$ cat src/rtl/audio_mem_pkg.sv
// Shared definitions for the audio memory arbiter: requester indices,
// arbiter state encoding and default bus widths.
package audio_mem_pkg;

    localparam int REQ_REC   = 0;
    localparam int REQ_PLAY  = 1;
    localparam int REQ_MIX   = 2;
    localparam int REQ_PITCH = 3;

    localparam int DEF_N_REQ  = 4;
    localparam int DEF_ADDR_W = 23;
    localparam int DEF_DATA_W = 16;

    typedef enum logic {
        ARB_IDLE,
        ARB_BUSY
    } arb_state_t;

endpackage

$ cat src/rtl/arb_pick.sv
// Combinational winner selection: scans the valid vector starting at
// 'start' (wrapping) and returns the first set bit as one-hot plus index.
module arb_pick #(
    parameter int N  = 4,
    parameter int PW = (N > 1) ? $clog2(N) : 1
) (
    input  logic [N-1:0]  valid,
    input  logic [PW-1:0] start,
    output logic [N-1:0]  grant,
    output logic [PW-1:0] grant_idx
);

    logic found;
    int   idx;

    always_comb begin
        grant     = '0;
        grant_idx = '0;
        found     = 1'b0;
        idx       = 0;
        for (int i = 0; i < N; i++) begin
            idx = (int'(start) + i) % N;
            if (!found && valid[idx]) begin
                found      = 1'b1;
                grant[idx] = 1'b1;
                grant_idx  = PW'(idx);
            end
        end
    end

endmodule

$ cat src/rtl/audio_mem_arbiter.sv
// Single-outstanding arbiter for the external audio memory port with a
// watchdog abort. Define AUDIO_ARB_RR_EN for round-robin, else fixed priority.
module audio_mem_arbiter
    import audio_mem_pkg::*;
#(
    parameter int N_REQ   = DEF_N_REQ,
    parameter int ADDR_W  = DEF_ADDR_W,
    parameter int DATA_W  = DEF_DATA_W,
    parameter int TIMEOUT = 256
) (
    input  logic                           i_clk,
    input  logic                           i_rst,
    input  logic [N_REQ-1:0]               req_valid,
    input  logic [N_REQ-1:0]               req_we,
    input  logic [N_REQ-1:0][ADDR_W-1:0]   req_addr,
    input  logic [N_REQ-1:0][DATA_W-1:0]   req_wdata,
    output logic [N_REQ-1:0]               req_ready,
    output logic [N_REQ-1:0]               rsp_valid,
    output logic [DATA_W-1:0]              rsp_rdata,
    output logic                           rsp_err,
    output logic                           mem_req,
    output logic                           mem_we,
    output logic [ADDR_W-1:0]              mem_addr,
    output logic [DATA_W-1:0]              mem_wdata,
    input  logic                           mem_ack,
    input  logic [DATA_W-1:0]              mem_rdata
);

    localparam int PW   = (N_REQ > 1) ? $clog2(N_REQ) : 1;
    localparam int WD_W = (TIMEOUT > 2) ? $clog2(TIMEOUT) : 1;
    localparam logic [WD_W-1:0] WD_LAST = (TIMEOUT > 0) ? WD_W'(TIMEOUT - 1) : '0;

    arb_state_t       state;
    logic [N_REQ-1:0] owner;
    logic [WD_W-1:0]  wd_cnt;
    logic [PW-1:0]    start_ptr;
    logic [N_REQ-1:0] grant;
    logic [PW-1:0]    win_idx;
    logic             accept;
    logic             wd_expire;

    arb_pick #(
        .N  (N_REQ),
        .PW (PW)
    ) u_pick (
        .valid     (req_valid),
        .start     (start_ptr),
        .grant     (grant),
        .grant_idx (win_idx)
    );

    assign accept    = (state == ARB_IDLE) && !i_rst && (|req_valid);
    assign req_ready = {N_REQ{accept}} & grant;
    assign wd_expire = (TIMEOUT != 0) && (wd_cnt == WD_LAST);

`ifdef AUDIO_ARB_RR_EN
    logic [PW-1:0] last_win;

    always_ff @(posedge i_clk) begin
        if (i_rst) begin
            last_win <= PW'(N_REQ - 1);
        end else if (accept) begin
            last_win <= win_idx;
        end
    end

    assign start_ptr = (last_win == PW'(N_REQ - 1)) ? '0 : last_win + PW'(1);
`else
    assign start_ptr = '0;
`endif

    // An ack arriving on the last watchdog cycle still completes normally.
    always_ff @(posedge i_clk) begin
        if (i_rst) begin
            state     <= ARB_IDLE;
            owner     <= '0;
            wd_cnt    <= '0;
            mem_req   <= 1'b0;
            mem_we    <= 1'b0;
            mem_addr  <= '0;
            mem_wdata <= '0;
            rsp_valid <= '0;
            rsp_rdata <= '0;
            rsp_err   <= 1'b0;
        end else begin
            rsp_valid <= '0;
            rsp_rdata <= '0;
            rsp_err   <= 1'b0;
            case (state)
                ARB_IDLE: begin
                    if (accept) begin
                        state     <= ARB_BUSY;
                        owner     <= grant;
                        wd_cnt    <= '0;
                        mem_req   <= 1'b1;
                        mem_we    <= req_we[win_idx];
                        mem_addr  <= req_addr[win_idx];
                        mem_wdata <= req_wdata[win_idx];
                    end
                end
                ARB_BUSY: begin
                    if (mem_ack) begin
                        state     <= ARB_IDLE;
                        mem_req   <= 1'b0;
                        rsp_valid <= owner;
                        rsp_rdata <= mem_we ? '0 : mem_rdata;
                    end else if (wd_expire) begin
                        state     <= ARB_IDLE;
                        mem_req   <= 1'b0;
                        rsp_valid <= owner;
                        rsp_err   <= 1'b1;
                    end else begin
                        wd_cnt <= wd_cnt + WD_W'(1);
                    end
                end
                default: state <= ARB_IDLE;
            endcase
        end
    end

endmodule

$ cat config.mk
export PLATFORM = sky130hd
export DESIGN_NAME = audio_mem_arbiter
export DESIGN_NICKNAME = d
export VERILOG_FILES = /design/src/rtl/audio_mem_pkg.sv /design/src/rtl/arb_pick.sv /design/src/rtl/audio_mem_arbiter.sv
export SDC_FILE = /design/constraint.sdc
export NUM_CORES = 1
export LEC_CHECK = 0
export ABC_AREA = 1
export CAP_MARGIN = 20
export CORE_MARGIN = 4
export CORE_UTILIZATION = 35
export CTS_BUF_LIST = sky130_fd_sc_hd__clkbuf_8
export DETAILED_ROUTE_END_ITERATION = 8
export PLACE_DENSITY = 0.73
export SLEW_MARGIN = 25
export SYNTH_ARGS = -nofsm -noshare
export SYNTH_HDL_FRONTEND = slang
export SYNTH_SLANG_ARGS = --single-unit
export TNS_END_PERCENT = 100
$ cat constraint.sdc
create_clock -name i_clk -period 2.1 [get_ports i_clk]
set_clock_uncertainty 0.05 [all_clocks]
set_input_delay 0.21 -clock i_clk [delete_from_list [all_inputs] [get_ports i_clk]]
set_output_delay 0.21 -clock i_clk [all_outputs]
set_load 0.1 [all_outputs]
; ---- After elaboration in Yosys (flattened, before gate mapping)
; Index checks and enable logic that the tools add are counted.
[totals]
register_bits = 75
input_bits = 183
[op_classes]
n_eq_ne = 5
mux = 31
magnitude_cmp = 1
reduce_logical = 16
bitwise = 3
addsub = 1
[ops]
columns = cell, n
row1 = $bmux W23 S2, 1
row2 = $bmux W16 S2, 1
row3 = $mux W8, 3
row4 = $mux W23, 1
row5 = $mux W16, 1
row6 = $pmux W8 S2, 1
row7 = $mux W1, 13
row8 = $mux W4, 3
row9 = $add A8 B1 Y8 const B, 1
row10 = $eq A8 B8 Y1 const B, 1
row11 = $reduce_or A4 Y1, 2
row12 = $mux W2, 3
row13 = $ne A2 B2 Y1 const B, 3
row14 = $logic_and A1 B1 Y1, 5
row15 = $and A4 B4 Y4, 1
row16 = $logic_not A1 Y1, 4
row17 = $pmux W1 S2, 2
row18 = $reduce_and A2 Y1, 2
row19 = $lt A2 B3 Y1 const B, 1
row20 = $mux W3, 1
row21 = $ne A3 B2 Y1 const B, 1
row22 = $reduce_and A3 Y1, 1
row23 = $reduce_or A3 Y1, 1
row24 = $bmux W1 S2, 1
row25 = other kinds (2), 3

; ---- Logic depth before layout (Yosys ltp)
[logic_depth]
ltp_word = 12
depth_mapped = 10

; ---- Modules after synthesis
; A second synthesis with hierarchy kept.
[hier_totals]
cells_unflattened = 653
hier_area_um2 = 4195.3
[modules_own_cells]
columns = module, area_per_inst_um2, n_inst, seq_area_each_um2, cells_each
row1 = audio_mem_arbiter, 3756.1, 1, 1501.4, 580
row2 = arb_pick, 439.2, 1, 0.0, 73

; ---- Worst setup path before layout
; OpenSTA, ideal clock, no wires.
[synth_timing]
kind = reg2out
from = register state
to = output port req_ready[0]
arrival_time_ps = 1925
setup_slack_ps = -85
path_buffers = 1
path_stages_with_launch = 5
required_ps = 1840
path_cell_list = dfxtp_1 > buf_2 > inv_2 > nand3_2 > nor2_1
[synth_between]
elab_chain_len = 4
[synth_lines]
columns = item, line_no
row1 = from (decl), audio_mem_arbiter.sv:33  ; arb_state_t state;
row2 = from (signal assigned), audio_mem_arbiter.sv:75  ; state <= ARB_IDLE;
row3 = from (signal assigned), audio_mem_arbiter.sv:92  ; state <= ARB_BUSY;
row4 = from (signal assigned), audio_mem_arbiter.sv:103  ; state <= ARB_IDLE;
row5 = $not A1 Y1 (no line), --
row6 = $logic_and A1 B1 Y1 (2 in a row), audio_mem_arbiter.sv:52  ; assign accept = (state == ARB_IDLE) && !i_rst && (|req_valid);
row7 = $and A4 B4 Y4, audio_mem_arbiter.sv:53  ; assign req_ready = {N_REQ{accept}} & grant;
row8 = to (decl), audio_mem_arbiter.sv:17  ; output logic [N_REQ-1:0] req_ready,
; No other way between the ends.

; ---- Worst setup path after layout
[layout_timing]
from = input port req_valid[0]
to = output port req_ready[3]
[layout_between]
elab_chain_len = 11
elab_cells_between_ends = 13
cone_classes = mux (4) / bitwise (1) / reduce/logical (8)
[layout_lines]
columns = item, line_no
row1 = from (decl), audio_mem_arbiter.sv:13  ; input logic [N_REQ-1:0] req_valid,
row2 = $mux W1, arb_pick.sv:23  ; if (!found && valid[idx]) begin
row3 = $logic_not A1 Y1, arb_pick.sv:23
row4 = $logic_and A1 B1 Y1, arb_pick.sv:23
row5 = $mux W1, arb_pick.sv:23
row6 = $logic_not A1 Y1, arb_pick.sv:23
row7 = $logic_and A1 B1 Y1, arb_pick.sv:23
row8 = $mux W1, arb_pick.sv:23
row9 = $logic_not A1 Y1, arb_pick.sv:23
row10 = $logic_and A1 B1 Y1, arb_pick.sv:23
row11 = $mux W4, arb_pick.sv:23
row12 = $and A4 B4 Y4 (*), audio_mem_arbiter.sv:53
; Every way passes the cells marked *; elsewhere a longest branch is shown, timed or not.

==> flow_summary.ini <==
[run_status]
status = finished clean

[final_layout]
final_core_util = 0.578
layout_commonest_cell = nand2_1
fin_cells = 1241
fill_cells = 1340
final_cell_mix = nand2_1, inv_1, clkdlybuf4s50_1
drive_above_1_share = 0.109
nNetsFinal = 1248
multiInputGateArea_um2 = 2160
area_growth_pct = 60.3
seq_area_um2 = 1500
antenna_cells = 0
stdcell_area_um2 = 7350

[timing]
finalSetupViolCount = 0
rsz0062_at_grt = false
fin_crit_ns = 1.89
max_slew_margin = 0.658
min_period_over_period = 0.901
clock.fmax_mhz = 529
final_max_slew_viol_count = 0
final-hold-violation-count = 0
tightest_slew_ns = 0.512

[logic_synthesis]
synth_cells = 824
synth.distinct_cells = 22
syn-num-nets = 1008
seq_area_frac_synth = 0.327
ys_ff_latch = 75
avgSynthCellArea_um2 = 5.57
yosysWarningCount = 0
synthesis.area_um2 = 4590

[route]
first_iter_violations = 309
dr.pass1.iters = 4
routed_wl_um = 15200
num_vias = 5351
viasPerCell = 4.31
postRouteAntennaNets = 0
wl_per_cell_um = 12.3
drc = 0

[placement]
dp_cells = 1225
gp_congestion = 0.927
place_area_um2 = 7160
port_buffers = 248
hpwl_um = 11700

[cts]
clockRootBuffer = clkbuf_8
cts.path.max_buffers = 2
tritoncts = done
numCtsBuffers = 9
path_clk_slew_ns = 0.09
clock_latency_ns = 0.35
numClockSinks = 75
cts_hold_buf = 0
cts_htree_levels = 3

[setup_path]
r2r_end = wd_cnt[4]$_SDFFE_PP0P_
required_ns = 1.84
r2r_start = wd_cnt[0]$_SDFFE_PP0P_
endpoint_kind = output port
cp.arrival_ns = 1.63
r2r_slack_ns = 0.35
critPathMaxFanout = 4
startpoint_type = input port
worstRegToRegCells = 9
crit_type = input port to output port

[grt]
grt_pass1_wl_um = 23700
grt_max_degree = 42
grt_overflow = 0
antenna_found_initial = 0
grt_use_total = 0.200
grt_pass1_vias = 4891

[min_path]
hp-class = input port to flop
whs_path_depth = 3
whs_endpoint = rsp_rdata[0]$_SDFF_PP0_
hold_path_startpoint = mem_rdata[0]

[job]
drv_cap = 0

[power]
p_clk_frac = 0.247
power_leakage_nw = 4.08
powerDensity_nw_per_um2 = 598
pwr-share-seq = 0.358
combPwrFrac = 0.394
vdd_drop_max_uv = 245
switching_power_mw = 1.80
intPower_mw = 2.60
swShare = 0.409

[floorplanning]
core_area_um2 = 12700
rows = 41
die_h_um = 122
initial_utilization = 0.361
ios = 249
die_w_um = 122
die-area_um2 = 15000
==> per-layer routing <==
| layer | wire [um] | vias up | global-route usage |
|---|---|---|---|
| li1 | - | 2876 | - |
| met3 | 1270 | 18 | 0.0599 |
| met4 | 239 | 0 | 0.0658 |
| met1 | 6170 | 2294 | 0.223 |
| met5 | 0 | - | 0 |
| met2 | 7580 | 163 | 0.362 |
==> worst max-delay path: stages <==
cell             delay (ns)
clkdlybuf4s50_1        0.44
buf_4                  0.16
nor2_4                 0.16
nand3_2                0.12
or2_1                  0.26
inv_1                  0.10
buf_12                 0.18
==> timing repair <==
item | 4_1_cts | 5_1_grt
resized for setup | 1 | 0
endpoints found under the setup margin | 1 | 0
buffers inserted | 0 | 0
hold endpoints to repair | 0 | 0
==> cell usage after synthesis <==
cell type / count / area share
a21oi_1: 6 / 0.0065
buf_2: 27 / 0.029
buf_4: 5 / 0.0082
clkbuf_1: 8 / 0.0065
clkinv_1: 1 / 0.00082
dfxtp_1: 75 / 0.33
ha_1: 1 / 0.0027
inv_1: 188 / 0.15
inv_2: 5 / 0.0041
nand2_1: 324 / 0.27
nand2_2: 2 / 0.0027
nand3_1: 86 / 0.094
nand3_2: 2 / 0.0044
nor2_1: 42 / 0.034
nor2_2: 1 / 0.0014
nor2_4: 1 / 0.0025
nor3_1: 1 / 0.0011
nor3b_1: 1 / 0.0016
o21ai_0: 19 / 0.021
o21ai_1: 27 / 0.029
o21ai_2: 1 / 0.0019
or2_1: 1 / 0.0014
==> power by group through the flow <==
stage | sequential (mW) | combinational [mW] | clock (mW)
floorplan | 2.23 | 0.486 | 0
CTS | 1.58 | 1.75 | 1.14
global route | 1.59 | 1.87 | 1.18
finish | 1.58 | 1.73 | 1.09
detailed placement | 1.61 | 1.75 | 0
global placement | 1.61 | 1.74 | 0
==> cells by family (layout without fill, tap and decap cells) <==
group,after synthesis,in the layout,share of synthesized area
compound gates,53,53,0.0586
flops,75,75,0.327
buf+inv,234,479,0.203
simple gates,461,461,0.408
fa+ha+maj,1,1,0.00273
==> registers in the layout, summed over array words and instances (netlist names), 4 cells and up <==
register and count:
mem_addr 23, mem_wdata 16, rsp_rdata 16, wd_cnt 8, owner 4, rsp_valid 4
==> metrics by stage <==
stage | hold slack (ns) | worst slack [ns] | setup TNS, ns | power (mW)
floorplan | 0.229 | 0.349 | 0 | 2.72
finish | 0.312 | 0.209 | 0 | 4.40
global placement | 0.380 | 0.00915 | 0 | 3.34
global route | 0.296 | 0.0709 | 0 | 4.64
CTS | 0.290 | 0.198 | 0 | 4.46
detailed placement | 0.380 | -0.0112 | -0.0112 | 3.35
==> worst max path at each step <==
stage | startpoint | endpoint | slack, ns
2_1_floorplan | state$_SDFF_PP0_ | req_ready[3] | 0.35
3_3_place_gp | req_valid[0] | req_ready[1] | 0.009
3_5_place_dp | req_valid[0] | req_ready[1] | -0.01
4_1_cts | req_valid[0] | req_ready[3] | 0.20
5_1_grt | req_valid[0] | req_ready[3] | 0.07
6_report | req_valid[0] | req_ready[3] | 0.21
==> final cells by class <==
cell class	instances	area share
Clock inverter	7	0.00885
Sequential cell	75	0.204
Multi-Input combinational cell	515	0.294
Timing Repair Buffer	269	0.347
Tap cell	172	0.0293
Inverter	194	0.0994
Clock buffer	9	0.0169
Note: power is estimated with default switching activity, not from simulation.
